**config.mk**
```make
export PLATFORM = sky130hd
export DESIGN_NAME = mem_bank
export DESIGN_NICKNAME = d
export VERILOG_FILES = /design/src/rtl/mem_bank.sv
export SDC_FILE = /design/constraint.sdc
export NUM_CORES = 1
export LEC_CHECK = 0
export ABC_AREA = 1
export CAP_MARGIN = 40
export CELL_PAD_IN_SITES_DETAIL_PLACEMENT = 0
export CELL_PAD_IN_SITES_GLOBAL_PLACEMENT = 2
export CORE_MARGIN = 1.5
export CORE_UTILIZATION = 37
export DETAILED_ROUTE_END_ITERATION = 10
export GPL_ROUTABILITY_DRIVEN = 0
export PLACE_DENSITY_LB_ADDON = 0.1
export SKIP_CTS_REPAIR_TIMING = 1
export SLEW_MARGIN = 20
export SYNTH_ARGS = -nofsm -noshare
export SYNTH_HDL_FRONTEND = slang
export SYNTH_SLANG_ARGS = --single-unit
```
**constraint.sdc**
```tcl
create_clock -name clk -period 2 [get_ports clk]
set_input_delay 0.3 -clock clk [delete_from_list [all_inputs] [get_ports clk]]
set_output_delay 0.3 -clock clk [all_outputs]
set_load 0.01 [all_outputs]
```
**src/rtl/mem_bank.sv**
```systemverilog
// mem_bank: parametrised single-port synchronous memory bank.
// Registered reads with a one-cycle data_valid pulse, plus a bulk-clear
// sweep engine that zeroes every word (one per cycle) after reset or clr.
// Optional feature: define MEM_PARITY_EN to store and check an even-parity
// bit per word; without it parity_err is tied low.
module mem_bank #(
    parameter int DATA_WIDTH = 8,
    parameter int ADDR_WIDTH = 3
) (
    input  logic                  clk,
    input  logic                  rst_n,
    input  logic                  select,
    input  logic                  op,
    input  logic [ADDR_WIDTH-1:0] addr,
    input  logic [DATA_WIDTH-1:0] data_in,
    input  logic                  clr,
    output logic [DATA_WIDTH-1:0] data_out,
    output logic                  data_valid,
    output logic                  busy,
    output logic                  parity_err
);

    localparam int DEPTH = 1 << ADDR_WIDTH;
    localparam logic [ADDR_WIDTH:0] SWEEP_END = (ADDR_WIDTH + 1)'(DEPTH);
    localparam logic [ADDR_WIDTH:0] PTR_ONE   = (ADDR_WIDTH + 1)'(1);

    typedef enum logic [0:0] {
        ST_CLEAR = 1'b0,
        ST_IDLE  = 1'b1
    } state_t;

    state_t                state_r;
    state_t                state_s;
    logic [ADDR_WIDTH:0]   clr_ptr_r;
    logic [ADDR_WIDTH:0]   clr_ptr_s;
    logic                  wr_en_s;
    logic [ADDR_WIDTH-1:0] wr_addr_s;
    logic [DATA_WIDTH-1:0] wr_data_s;
    logic                  rd_en_s;

    logic [DATA_WIDTH-1:0] mem [DEPTH];

`ifdef MEM_PARITY_EN
    logic mem_par [DEPTH];

    // Even parity: the bit that makes the total number of ones even.
    function automatic logic even_parity(input logic [DATA_WIDTH-1:0] d);
        return ^d;
    endfunction
`endif

    // FSM state and sweep pointer register with synchronous reset into a sweep.
    always_ff @(posedge clk) begin
        if (!rst_n) begin
            state_r   <= ST_CLEAR;
            clr_ptr_r <= {(ADDR_WIDTH + 1){1'b0}};
        end else begin
            state_r   <= state_s;
            clr_ptr_r <= clr_ptr_s;
        end
    end

    // Next-state, sweep pointer and memory port control decode.
    always_comb begin
        state_s   = state_r;
        clr_ptr_s = clr_ptr_r;
        wr_en_s   = 1'b0;
        wr_addr_s = addr;
        wr_data_s = data_in;
        rd_en_s   = 1'b0;
        case (state_r)
            ST_CLEAR: begin
                // clr and select are ignored while sweeping.
                wr_en_s   = 1'b1;
                wr_addr_s = clr_ptr_r[ADDR_WIDTH-1:0];
                wr_data_s = {DATA_WIDTH{1'b0}};
                clr_ptr_s = clr_ptr_r + PTR_ONE;
                if (clr_ptr_s == SWEEP_END) begin
                    state_s = ST_IDLE;
                end else begin
                    state_s = ST_CLEAR;
                end
            end
            ST_IDLE: begin
                if (clr) begin
                    // clr wins over a simultaneous access, which is dropped.
                    state_s   = ST_CLEAR;
                    clr_ptr_s = {(ADDR_WIDTH + 1){1'b0}};
                end else if (select) begin
                    wr_en_s = op;
                    rd_en_s = ~op;
                end else begin
                    wr_en_s = 1'b0;
                    rd_en_s = 1'b0;
                end
            end
            default: begin
                state_s   = ST_CLEAR;
                clr_ptr_s = {(ADDR_WIDTH + 1){1'b0}};
            end
        endcase
    end

    // Storage array write port; writes are suppressed while reset is asserted.
    always_ff @(posedge clk) begin
        if (rst_n && wr_en_s) begin
            mem[wr_addr_s] <= wr_data_s;
`ifdef MEM_PARITY_EN
            mem_par[wr_addr_s] <= even_parity(wr_data_s);
`endif
        end
    end

    // Registered read data, valid pulse and parity check result.
    always_ff @(posedge clk) begin
        if (!rst_n) begin
            data_out   <= {DATA_WIDTH{1'b0}};
            data_valid <= 1'b0;
            parity_err <= 1'b0;
        end else if (rd_en_s) begin
            data_out   <= mem[addr];
            data_valid <= 1'b1;
`ifdef MEM_PARITY_EN
            parity_err <= (even_parity(mem[addr]) != mem_par[addr]);
`else
            parity_err <= 1'b0;
`endif
        end else begin
            data_valid <= 1'b0;
            parity_err <= 1'b0;
        end
    end

    // busy is a direct decode of the state register.
    assign busy = (state_r == ST_CLEAR);

endmodule

```
==> impl_metrics.py <==
metrics = {
    "cells_and_area": {
        "area_growth_syn_to_layout_pct": 16.66,
        "final.fill_count": 873,
        "nets": 414,
        "final_cells": 510,
        "multi_input_area_um2": 853.3,
        "drive_gt1_frac": 0.08706,
        "num_antenna_cells": 0,
        "regArea_mm2": 0.002202,
    },
    "synthesis": {
        "avgSynthCellArea_um2": 9.608,
        "yosys_warnings": 0,
        "syn_area_mm2": 0.003440,
        "synth_top_area_frac": 0.5587,
        "synth_cell_type_count": 20,
        "ys_ff_latch": 78,
        "synth_fp_nets": 375,
        "synth_ff_type": "edfxtp_1",
        "synth_common_cells": "nand2_1 (111), inv_1 (67), edfxtp_1 (64)",
        "synthTopCellsByArea": "edfxtp_1 (56%), nand2_1 (12%), dfxtp_1 (8.1%), inv_1 (7.3%), nand3_1 (7.3%)",
        "syn_inst": 358,
        "synthArstFlopShare": 0,
        "synth_most_common_cell": "nand2_1",
        "synth_edf_count": 64,
        "yosysTopAreaCell": "edfxtp_1",
        "yosysSeqAreaShare": 0.6402,
    },
    "status": {
        "status": "finished clean",
    },
    "route": {
        "detail-route-antenna-nets": 0,
        "routedWlPerCell_um": 16.04,
        "viasPerCell": 4.608,
        "num_vias": 2350,
        "routed_wl_um": 8182,
        "first_pass_iters": 4,
        "drt_drc_violations_left": 0,
        "initialDrtViolationCount": 135,
    },
    "pwr": {
        "peakVddDrop_mv": 0.2696,
        "powerDensity_mw_per_mm2": 760.6,
        "pwr-share-clk": 0.344,
        "p_int_uw": 2370,
        "leakage_uw": 0.001739,
        "swShare": 0.2235,
        "seqPwrFrac": 0.584,
        "net-switching-power_uw": 682.1,
        "combPwrFrac": 0.072,
    },
    "sta": {
        "final.period_utilization": 0.9117,
        "slew_viol_final": 0,
        "setup_viol": 0,
        "tns_ps": 0,
        "fmax_mhz": 548.4,
        "period_needed_ps": 1823,
        "hold_viol_final": 0,
        "rsz0062_at_grt": "false",
        "fin_skew_ps": 10.80,
    },
    "setup_path": {
        "startpoint": "state_r$_SDFF_PN0_",
        "end_kind": "output pin",
        "arrival_ps": 1520,
        "reg2reg_from": "state_r$_SDFF_PN0_",
        "critPathKind": "reg2out",
        "start_kind": "flip-flop",
        "cp_max_fo": 5,
        "cp.required_ps": 1700,
    },
    "cts": {
        "cts_tree": "yes",
        "clock_path_buffers": 2,
        "cts_htree_levels": 3,
        "cts-buffers-inserted": 9,
        "clkSlewWorstSetupHoldPaths_ps": 80,
        "clock-sinks": 78,
        "clock-root-buffer": "clkbuf_8",
        "clk_latency_ps": 340,
    },
    "floorplanning": {
        "core-area_mm2": 0.008848,
        "start_util": 0.3887,
        "dieArea_mm2": 0.009883,
        "die_w_um": 99.42,
        "num_rows": 34,
        "ios": 27,
        "die_h_um": 99.42,
    },
    "placement": {
        "dp.cells": 494,
        "dp_hpwl_um": 5797,
        "portBuffers": 25,
    },
    "grt": {
        "track_usage": 0.1805,
        "overflow": 0,
        "antenna_found_initial": 0,
        "grt_pass1_vias": 2335,
        "grt_pass1_wl_um": 12970,
        "grt_max_degree": 26,
    },
    "hold_path": {
        "min_from": "data_out[4]$_SDFFE_PN0P_",
        "holdCritPathClass": "reg2reg",
    },
    "flow_run": {
        "drv_cap": 0,
    },
}
## power groups by stage
stage	combinational [µW]	sequential, µW	clock (µW)
after detailed placement	223	1820	0
after global routing	250	1780	1130
after global placement	223	1820	0
after CTS	223	1780	1070
final	220	1780	1050
after floorplan	142	1810	0
## worst max-delay path, cell delays in order, from the launching register on
cell and delay [ps]:
dfxtp_1 330, buf_4 160, inv_1 130, clkdlybuf4s50_1 560
## layout make-up
cell class | count | share of cell area
clock buffers | 14 | 0.04054
repair buffers | 43 | 0.09604
inverters | 70 | 0.06611
clock inverters | 2 | 0.002183
flip-flops and latches | 78 | 0.5488
well taps | 108 | 0.03368
multi-input cells | 195 | 0.2127
## state kept, by name, indices dropped and copies added (netlist names)
register    cells
clr_ptr_r       4
data_out        8
data_valid      1
mem            64
state_r         1
## worst paths after layout
check | endpoint | slack (ps) | depth (start not counted)
min | data_out[4]$_SDFFE_PN0P_ | 470 | 2
max | busy | 180 | 3
max reg2reg | mem[5][6]$_DFFE_PP_ | 400 | 5
min reg2reg | data_out[4]$_SDFFE_PN0P_ | 470 | 2
## stage by stage
step                cell area (µm²)  total power, µW  hold WS (ps)  worst slack (ps)  utilization
global route                   4013             3164         490.5             121.4       0.4535
detailed placement             3841             2041         458.8             51.67       0.4341
finish                         4013             3052         467.0             176.6       0.4535
CTS                            4013             3071         469.4             158.5       0.4535
floorplan                      3440             1956         456.0             375.7            -
global placement               3841             2042         454.0             44.46       0.4341
## layer usage
layer	global-route usage	part of all wire	up-vias
met1	0.2568	0.49	1060
li1	-	-	1208
met2	0.2619	0.43	60
met4	0.09967	0.037	0
met5	0	0	-
met3	0.03233	0.039	22
## placed cells by master (no fill, tap or decap), drive strengths merged
master / n
clkinv: 2
dfxtp: 14
clkdlybuf4s50: 25
nor2: 11
nand2: 112
o21ai: 3
conb: 1
a21oi: 14
ha: 1
buf: 18
edfxtp: 64
nor3: 1
xnor2: 1
a211oi: 1
inv: 70
clkbuf: 14
nand3: 50
## cells by family (layout without fill, tap and decap cells)
logic type,Yosys count,in the layout,synth area share
AO/OA/AOI/OAI,18,18,0.02692
XOR/XNOR,1,1,0.002547
adder cells (fa/ha/maj),1,1,0.003637
buffers and inverters,85,129,0.1117
flip-flops,78,78,0.6402
other,1,1,0.001090
AND/OR/NAND/NOR,174,174,0.2139
Power figures use the tool's default switching activity.
==> RTL edit (config.mk and constraints unchanged) <==
Register the output `data_valid` once more; this adds one clock of latency there. The other outputs are not delayed to match. Comments in the files are not updated.
--- a/src/rtl/mem_bank.sv
+++ b/src/rtl/mem_bank.sv
@@ -28,6 +28,8 @@
         ST_CLEAR = 1'b0,
         ST_IDLE  = 1'b1
     } state_t;
+
+    logic data_valid_s0;
 
     state_t                state_r;
     state_t                state_s;
@@ -115,18 +117,18 @@
     always_ff @(posedge clk) begin
         if (!rst_n) begin
             data_out   <= {DATA_WIDTH{1'b0}};
-            data_valid <= 1'b0;
+            data_valid_s0 <= 1'b0;
             parity_err <= 1'b0;
         end else if (rd_en_s) begin
             data_out   <= mem[addr];
-            data_valid <= 1'b1;
+            data_valid_s0 <= 1'b1;
 `ifdef MEM_PARITY_EN
             parity_err <= (even_parity(mem[addr]) != mem_par[addr]);
 `else
             parity_err <= 1'b0;
 `endif
         end else begin
-            data_valid <= 1'b0;
+            data_valid_s0 <= 1'b0;
             parity_err <= 1'b0;
         end
     end
@@ -134,5 +136,9 @@
     // busy is a direct decode of the state register.
     assign busy = (state_r == ST_CLEAR);
 
+    always_ff @(posedge clk) begin
+        data_valid <= data_valid_s0;
+    end
+
 endmodule
 
Function: changed (Yosys sat finds a counterexample within 10 cycles, from zero or initial values and one cycle with rst_n low).
==> RTL edit against the unedited design <==
  * Area after synthesis increased by 0.58%
  * Worst setup slack got worse by 0.046 ns
  * Sequential cell count increased by 1
  * Final area increased by 3.1%
  * Synthesized cell count increased by 0.28%
  * Critical path depth decreased by 1
  * Total power increased by 7.1%
  * Hold slack got worse by 0.14 ns
  * Highest routed layer unchanged
  * Wire length decreased by 3.5%
==> RTL edit: results (changes against the unedited design) <==
Status = finished clean
Dpl cells = 503 (+1.8%)
Pleak = 1.81 nW (+3.8%)
Biggest regs = mem x64, data_out x8, clr_ptr_r x4
CTS Buffer Depth = 2 (unchanged)
CP arrival = 1.57 ns (+0.05 ns)
Met1 GRT Util = 23.6% (-2.0 points)
Met2 global-route usage = 27.4% (+1.2 points)
Initial antenna violation count = 0 (unchanged)
Mux contribution to synthesized area = 0% (unchanged)
Xor/xnor share of the synthesized area = 0.253% (-0.0015 points)
CTS buffer count = 9 (unchanged)
Adder-Cell Fraction of Synth Area = 0.362% (-0.0021 points)
Drt initial violations = 62 (-54%)
CP max stage delay = 0.54 ns (-0.02 ns)
Tot GR Track Use = 17.3% (-0.74 points)
Maximum VDD drop = 0.363 mV (+34%)
Clock skew = 0.0130 ns (+0.00220 ns)
Slowest CP cell = dfxtp_1
Clock slew at reported path FFs = 0.08 ns (about the same)
Routed WL per cell = 15.2 um (-5.2%)
Register area share after synthesis = 64.2% (+0.21 points)
Port bufs = 25 (unchanged)
Synth Area in Compound Gates = 2.68% (-0.016 points)
Synth cell count leaders = nand2_1, inv_1, edfxtp_1
Vias = 2,400 (+2.1%)
Layout cell share with drive strength beyond 1 = 10.5% (+1.8 points)
Post-layout nets = 420 (+1.4%)
Ranking of synthesized cells by area = edfxtp_1, nand2_1, dfxtp_1
Mapped Cells = 359 (+0.28%)
First-pass GRT wire length = 12.4 mm (-4.6%)
Diode count = 0 (unchanged)
Final non-filler cell total = 519 (+1.8%)
Met3 Use GR = 4.29% (+1.1 points)
Number of flops mapped to enable cells by yosys = 64 (unchanged)
Largest net degree at the start of global routing = 24 (-7.7%)
Worst skew pair latency = 0.35 ns
Synth Flop Type = edfxtp_1
Crit Path Max Fanout = 8 (+3)
Vias in the first global route = 2,293 (-1.8%)
Post-synth ARST share = 0% (unchanged)
Post-DP HPWL = 5.78 mm (-0.29%)
Mapped Nets = 376 (+0.27%)
[RTL edit: cells by family after synthesis]
kind of cell | count (synthesis)
compound gates | 18
fa+ha+maj | 1
other cells | 1
flops | 79
buf+inv | 85
simple gates | 174
xor+xnor | 1
[RTL edit: final timing paths]
kind,start,to,slack [ns],cells after the start
worst max-delay path,state_r,busy,0.13,2
worst min-delay path,data_valid_s0,data_valid,0.33,0
worst max register to register,state_r,mem[5][6],0.21,5
worst min register to register,data_valid_s0,data_valid,0.33,0
[RTL edit: layer usage]
layer  wire length (um)  vias up
li1                   -     1226
met1               3770     1136
met2               3730       33
met3                315        5
met4                 79        0
met5                  0        -
[RTL edit: final cells by class]
type                    count  area, um2
well taps                 111        139
multi-input cells         195        853
repair buffers             48        435
clock inverters             1       5.00
fillers                   906       5010
inverters                  70        265
flip-flops and latches     79       2220
clock buffers              15        219
[RTL edit: where the power goes]
| group | total (mW) | switching, mW | leakage (nW) | internal (mW) |
|---|---|---|---|---|
| clock network | 1.24 | 0.541 | 0.116 | 0.704 |
| registers | 1.80 | 0.0109 | 0.752 | 1.79 |
| logic | 0.225 | 0.134 | 0.938 | 0.0911 |
| total | 3.27 | 0.686 | 1.81 | 2.58 |
[RTL edit: metrics by stage]
stage	instance area (um2)	setup WS, ns	power [mW]
CTS	4140	0.109	3.31
global placement	3920	0.0307	2.06
global route	4140	0.0224	3.41
floorplan	3460	0.376	1.98
detailed placement	3920	0.00639	2.07
finish	4140	0.131	3.27
